`config.mk`:
```
export PLATFORM = sky130hd
export DESIGN_NAME = call_panel
export DESIGN_NICKNAME = d
export VERILOG_FILES = /design/src/rtl/call_panel.sv
export SDC_FILE = /design/constraint.sdc
export NUM_CORES = 1
export LEC_CHECK = 0
export CAP_MARGIN = 20
export CORE_MARGIN = 2
export CORE_UTILIZATION = 41
export DETAILED_ROUTE_END_ITERATION = 10
export PLACE_DENSITY_LB_ADDON = 0.05
export RECOVER_POWER = 100
export SYNTH_ARGS = -nofsm -noshare
export SYNTH_HDL_FRONTEND = slang
export SYNTH_SLANG_ARGS = --single-unit
```
`constraint.sdc`:
```
create_clock -name clk -period 2.75 [get_ports clk]
set_input_delay 0.275 -clock clk [delete_from_list [all_inputs] [get_ports clk]]
set_output_delay 0.275 -clock clk [all_outputs]
set_load 0.02 [all_outputs]
```
`src/rtl/call_panel.sv`:
```
// call_panel: debounced floor-call latch and collective up/down scheduler for a 3-floor car
// Optional build macro CALL_PANEL_CANCEL_EN: a second press on a lit floor cancels its call.
module call_panel #(
  parameter int DEBOUNCE_CYCLES = 4
) (
  input  logic       clk,
  input  logic       button_reset,
  input  logic       button1,
  input  logic       button2,
  input  logic       button3,
  input  logic       floor1,
  input  logic       floor2,
  input  logic       floor3,
  input  logic       door,
  input  logic       moving,
  input  logic       weight_limit_exceeded,
  output logic       led1,
  output logic       led2,
  output logic       led3,
  output logic [1:0] goal_floor,
  output logic       dir_up,
  output logic       dir_down,
  output logic       call_pending
);
  typedef enum logic [1:0] {IDLE, UP, DOWN} state_t;
  state_t state, state_nx;
  logic [7:0] cnt [3];
  logic [7:0] cnt_nx [3];
  logic [2:0] btn, flr, svc, deb, deb_nx, press, led, led_nx;
  logic [1:0] cur_idx, cur_nx, goal_nx, up_goal, dn_goal;
  logic has_above, has_below, go_up, go_dn;
  assign btn = {button3, button2, button1};
  assign flr = {floor3, floor2, floor1};
  assign svc = flr & {3{door & ~moving}};
  assign press = deb_nx & ~deb;
  assign cur_nx = flr == 3'b001 ? 2'd0 : flr == 3'b010 ? 2'd1 : flr == 3'b100 ? 2'd2 : cur_idx;
  always_comb begin
    for (int i = 0; i < 3; i++) begin
      cnt_nx[i] = btn[i] ? (cnt[i] == 8'hff ? cnt[i] : cnt[i] + 8'd1) : 8'd0;
      deb_nx[i] = btn[i] & (cnt_nx[i] >= 8'(DEBOUNCE_CYCLES));
`ifdef CALL_PANEL_CANCEL_EN
      // a lit floor toggles off, unless it is the floor the car is travelling to
      led_nx[i] = svc[i] ? 1'b0 : (press[i] & ~weight_limit_exceeded)
                ? (~led[i] | (goal_floor == 2'(i) && moving)) : led[i];
`else
      led_nx[i] = svc[i] ? 1'b0 : (press[i] & ~weight_limit_exceeded) ? 1'b1 : led[i];
`endif
    end
  end
  always_ff @(posedge clk) begin
    if (button_reset) begin
      cnt <= '{default: 8'd0};
      deb <= '0;
      led <= '0;
      cur_idx <= 2'd0;
    end else begin
      cnt <= cnt_nx;
      deb <= deb_nx;
      led <= led_nx;
      cur_idx <= cur_nx;
    end
  end
  // nearest call in the current direction wins; a reversal only happens when none is left ahead
  assign has_above = (cur_idx == 2'd0 && (led[1] | led[2])) || (cur_idx == 2'd1 && led[2]);
  assign has_below = (cur_idx == 2'd2 && (led[1] | led[0])) || (cur_idx == 2'd1 && led[0]);
  assign up_goal = (cur_idx == 2'd0 && led[1]) ? 2'd1 : 2'd2;
  assign dn_goal = (cur_idx == 2'd2 && led[1]) ? 2'd1 : 2'd0;
  assign go_up = has_above & (state != DOWN | ~has_below);
  assign go_dn = has_below & ~go_up;
  always_comb begin
    state_nx = IDLE;
    goal_nx = cur_idx;
    state_nx = go_up ? UP : go_dn ? DOWN : IDLE;
    goal_nx = go_up ? up_goal : go_dn ? dn_goal : cur_idx;
  end
  always_ff @(posedge clk) begin
    if (button_reset) begin
      state <= IDLE;
      goal_floor <= 2'd0;
    end else begin
      state <= state_nx;
      goal_floor <= goal_nx;
    end
  end
  assign {led3, led2, led1} = led;
  assign dir_up = state == UP;
  assign dir_down = state == DOWN;
  assign call_pending = |led;
endmodule

```
==> impl_metrics.yaml, run 1 <==
synth:
  synth_edf_count: 0
  yosysUniqueCellTypes: 45
  synth_area_leaders: "dfxtp_1 (40%), nor2_1 (6.0%), nor3_1 (4.1%), a21oi_1 (3.3%), nand2_1 (3.1%)"
  ys_ff_latch: 36
  synthArstFlopShare_pct: 0
  synth_largest_area_cell: "dfxtp_1"
  yosysTopAreaCellShare_pct: 39.64
  ys_top_cells_by_count: "dfxtp_1 (36), nor2_1 (29), nand2_1 (15), nor3_1 (15), a21oi_1 (12)"
  seq_area_frac_synth_pct: 39.64
  syn_area_sq_um: 1818
  syn_nets: 237
  synthCells: 223
  yosys_warnings: 0
  yosysMostFrequentCell: "dfxtp_1"
  synthFlopType: "dfxtp_1"
  syn_avg_cell_area_sq_um: 8.152
clock_network:
  hold_buffers: 0
  post_cts.repair.setup_buffers: 0
  cts_resized: 0
  cts_tree: "done"
  clk_transition_reported_paths_ps: 80
  clockBufferDepth: 2
  cts-root-buf: "clkbuf_8"
  cts_buffers: 5
  clock_latency_ps: 280
  cts_max_level: 2
  cts.sinks: 36
place:
  hpwl_um: 2612
  io_buffers: 18
  place.gp.congestion: 0.7900
  post-place-ws_ps: 463.0
route:
  num_vias: 1622
  viasPerCell: 5.536
  first_pass_iters: 4
  drc: 0
  drtIter0Drc: 58
  wirelength_um: 3559
  ant_nets: 0
  wl_per_cell_um: 12.15
run_status:
  status: "finished, final reports clean"
setup_path:
  r2r_end: "led[0]"
  crit_fanout: 6
  rr_worst_depth: 6
  cp_cell_sequence: "ha_1, maj3_1, or4_1, o311a_1, or3_1, a32o_1"
  critical_path_class: "reg -> reg"
  cp-start-kind: "flip-flop"
  reg2reg_from: "cnt[16]"
  regToRegSetupSlack_ps: 530
  critical_path_required_ps: 2930
  worstSetupEndpointType: "flip-flop"
  max_stage_delay_ps: 400
  critPathArrivalTime_ps: 2400
  crit_start: "cnt[16]"
  crit_end: "led[0]"
  slowest_stage: "or4_1"
die:
  dieArea_sq_um: 4983
  initial_core_util_pct: 42.04
  ioPinCount: 19
  fp.dieH_um: 70.59
  core_area_sq_um: 4324
  fp.dieW_um: 70.59
  fp-row-count: 24
sta:
  hold_viol: 0
  slew_violations: 0
  rsz0062_at_grt: "no"
  worst_slack_ps: 526.0
  setup_violations: 0
  period_minus_slack_ps: 2224
  finalClockSkew_ps: 4.985
  hold-worst-slack_ps: 485.7
  max_slew_margin_pct: 58.40
  max_freq_ghz: 0.4496
  fin_crit_sh_pct: 80.87
  tns_ps: 0
  worst_pin_slew_ps: 608.3
layout:
  final_util_pct: 48.70
  drive_above_1_share_pct: 4.979
  diodes: 0
  area_growth_pct: 15.83
  nets: 254
job:
  drv_cap: 0
global_route:
  gr-total-overflow: 0
  antenna_found_initial: 0
  grt_max_degree: 12
  grt_usage_pct: 15.89
  grt_pass1_vias: 1463
  grt_pass1_wl_um: 6451
pwr:
  power_density_nw_per_um2: 466.8
  power_uw: 983.0
  leakage_uw: 0.0008071
  peakVddDrop_mv: 0.2072
hold_path:
  hp-class: "reg -> reg"
[flip-flops by register name, indices dropped and copies added (netlist names)]
signal / cells
state: 2
cnt: 24
cur_idx: 2
led: 3
deb: 3
goal_floor: 2
[layout make-up]
| cell class | count | area, sq um |
|---|---|---|
| clock buffers | 6 | 82.58 |
| clock inverters | 2 | 10.01 |
| fillers | 424 | 2218 |
| inverters | 7 | 26.28 |
| multi-input cells | 171 | 1017 |
| flip-flops and latches | 36 | 720.7 |
| well taps | 52 | 65.06 |
| repair buffers | 19 | 183.9 |
[power breakdown]
group | total (uW) | switching [uW] | internal (uW) | leakage (uW)
combinational | 54.7 | 28.2 | 26.5 | 0.000465
clock | 393 | 193 | 200 | 0.0000510
sequential | 535 | 7.01 | 528 | 0.000291
[critical path, delay by kind of cell, from the launching register on]
kind | cells | cell delay [ps]
and+or+nand+nor | 2 | 790
adders and majority gates | 2 | 630
DFF | 1 | 350
AOI/OAI and AO/OA | 2 | 350
[through the flow]
step,cell area (sq um),std cells
final,2106,293
after global routing,2106,293
after CTS,2121,293
after detailed placement,2028,285
after global placement,2028,285
after floorplan,1818,223
[how the worst min path moves through the flow]
stage	from	endpoint	depth (start not counted)	slack [ps]
floorplan	button3	led[2]	2	430
global placement	cnt[1]	cnt[1]	2	460
detailed placement	cnt[1]	cnt[1]	2	480
CTS	cnt[1]	cnt[1]	2	490
global route	cnt[1]	cnt[1]	2	510
finish	cnt[1]	cnt[1]	2	490
[metal layers]
| metal | up-vias | track usage (%) | share of wire, % |
|---|---|---|---|
| met3 | 6 | 4.558 | 2.8 |
| met2 | 26 | 26.94 | 50 |
| li1 | 836 | - | - |
| met4 | 0 | 5.451 | 1.3 |
| met5 | - | 0 | 0 |
| met1 | 754 | 19.43 | 45 |
[layout by cell type, fill, tap and decap left out, drive strengths merged, types with 4 or more instances in the layout]
cell type      instances
a21oi                 12
a31oi                  7
and3                   4
and4                   4
clkbuf                 7
clkdlybuf4s50          8
dfxtp                 36
dlygate4sd3           10
inv                    7
nand2                 15
nand3                 11
nand4                  4
nor2                  29
nor2b                  8
nor3                  15
o21ai                 12
xnor2                  4
xor2                   6
[cells by family after synthesis]
kind of cell	Yosys count	synth area share (%)
AOI/OAI and AO/OA	49	17.69
and+or+nand+nor	105	29.66
buffers and inverters	16	3.785
DFF	36	39.64
xor gates and xnor gates	10	4.817
muxes	3	1.721
adders and majority gates	4	2.684
Note: power is estimated with default switching activity, not from simulation.
==> inputs of run 2 (changes only) <==
Clock period 2.75 ns to 1.89 ns, I/O delays scaled along.
==> run 2 against run 1 <==
  * The run now ends with negative setup slack left
  * Global-route usage up 1.1 points
  * Worst setup slack got worse by 660 ps
  * Non-clock buffer count increased by 20
  * Design area up 8.2%
  * Count of clock-buffer cells in the layout grew 1
  * Sequential share of layout area shrank 2.5 points
  * Via count rose by 7.4%
  * Core utilization up 4.0 points
  * Die area stayed put
  * Largest cell class unchanged
==> impl_metrics.yaml, run 2 (synthesis results as in run 1) <==
run_status:
  status: "finished, violations left"
  violations: "negative setup slack"
sta:
  max_slew_margin_pct: 71.48
  tns_ps: -134.5
  worst_slack_ps: -134.5
  period_minus_slack_ps: 2024
  fin_crit_sh_pct: 107.1
  max_freq_ghz: 0.4940
  hold-worst-slack_ps: 476.9
  hold_viol: 0
  finalClockSkew_ps: 6.876
  worst_pin_slew_ps: 417.1
  rsz0062_at_grt: "yes"
  setup_violations: 1
  slew_violations: 0
setup_path:
  cp-start-kind: "flip-flop"
  path_buf_inv: 0
  regToRegSetupSlack_ps: -130
  reg2reg_from: "cnt[17]"
  slowest_stage: "or4_1"
  cp_cell_sequence: "ha_4, maj3_2, or4_1, o311a_1, or3_4, a32o_1"
  r2r_end: "led[0]"
  critical_path_required_ps: 2080
  crit_fanout: 2
  critical_path_class: "reg -> reg"
  rr_worst_depth: 6
  max_stage_delay_ps: 400
  critPathArrivalTime_ps: 2210
  worstSetupEndpointType: "flip-flop"
  path_delay_family: "simple AND/OR/NAND/NOR gates"
clock_network:
  cts_max_level: 2
  clockBufferDepth: 2
  cts.sinks: 36
  cts_buffers: 5
  clk_transition_reported_paths_ps: 70
  clock_latency_ps: 290
  cts-root-buf: "clkbuf_8"
  cts_tree: "done"
hold_path:
  whs_endpoint: "cnt[1]"
  hp-class: "reg -> reg"
  min_from: "cnt[1]"
  min_path_cells: 2
die:
  fp.dieH_um: 70.59
  initial_core_util_pct: 42.04
  fp-row-count: 24
  core_area_sq_um: 4324
  dieArea_sq_um: 4983
  fp.dieW_um: 70.59
  ioPinCount: 19
layout:
  nets: 274
  largest_reg_flops: 24
  reg.largest.list: "cnt x24, deb x3, led x3"
  mostFrequentLayoutCells: "dfxtp_1 (34), nor2_1 (29), buf_4 (16)"
  diodes: 0
  largest_register: "cnt"
  area_growth_pct: 25.33
  final_common_cell: "dfxtp_1"
  drive_above_1_share_pct: 13.41
pwr:
  power_uw: 1443
  pwr-share-clk_pct: 39.5
  seq_power_share_pct: 53.9
  leakage_uw: 0.0008890
  swShare_pct: 22.90
  power_density_nw_per_um2: 633.3
  power_frac_comb_pct: 6.6
  peakVddDrop_mv: 0.3804
  p_sw_uw: 330.4
  intPower_uw: 1112
route:
  drtIter0Drc: 53
  wirelength_um: 3936
  num_vias: 1742
  ant_nets: 0
  wl_per_cell_um: 12.58
  viasPerCell: 5.565
  drc: 0
  first_pass_iters: 4
global_route:
  grt_max_degree: 12
  grt_pass1_vias: 1620
  grt_pass1_wl_um: 6831
  grt_usage_pct: 17.00
  antenna_found_initial: 0
  gr-total-overflow: 0
place:
  place.gp.congestion: 0.8793
  io_buffers: 18
  hpwl_um: 2976
job:
  drv_cap: 0
[run 2: power by group through the flow]
stage | registers, uW | clock network, uW | logic (uW)
after floorplan | 798 | 0 | 41.6
after global placement | 795 | 0 | 94.5
after detailed placement | 796 | 0 | 98.2
after CTS | 778 | 593 | 98.7
after global routing | 780 | 629 | 105
final | 778 | 570 | 94.6
[run 2: worst max-delay path by stage]
stage / startpoint / end / slack, ps / depth (start not counted)
4_1_cts: cnt[17] / led[0] / -140 / 6
2_1_floorplan: cnt[16] / led[0] / -110 / 6
3_3_place_gp: button1 / led[0] / -300 / 6
3_5_place_dp: button1 / led[0] / -320 / 6
5_1_grt: cnt[17] / led[0] / -190 / 6
6_report: cnt[17] / led[0] / -130 / 6
[run 2: cell type report]
class	count	area, sq um
Clock inverter	1	7.507
Tap cell	52	65.06
Clock buffer	7	86.33
Sequential cell	36	723.2
Fill cell	409	2046
Multi-Input combinational cell	171	1047
Timing Repair Buffer	39	322.8
Inverter	7	26.28
[run 2: routing by layer]
layer	part of all wire (%)	global-route usage [%]	vias to the layer above
li1	-	-	878
met4	2.0	7.547	0
met3	3.9	5.128	8
met2	50	29.87	35
met5	0	0	-
met1	44	19.02	821
[run 2: worst min-delay path: cells and delay by family (launching register included)]
kind / cells / cell delay [ps]
and+or+nand+nor: 1 / 60
DFF: 1 / 320
AOI/OAI and AO/OA: 1 / 50
[run 2: what timing repair did]
item                                    CTS  global route
gates resized for setup                   0             2
hold buffers                              0             0
endpoints found under the setup margin    1             3
setup buffers                             0             0
[run 2: per-stage QoR]
step	worst slack (ps)	area, sq um	cells	util (%)
5_1_grt	-185.5	2278	313	52.69
4_1_cts	-136.9	2287	313	52.89
3_5_place_dp	-320.3	2193	305	50.72
6_report	-134.5	2278	313	52.69
2_1_floorplan	-108.7	1833	223	-
3_3_place_gp	-295.5	2193	305	50.72
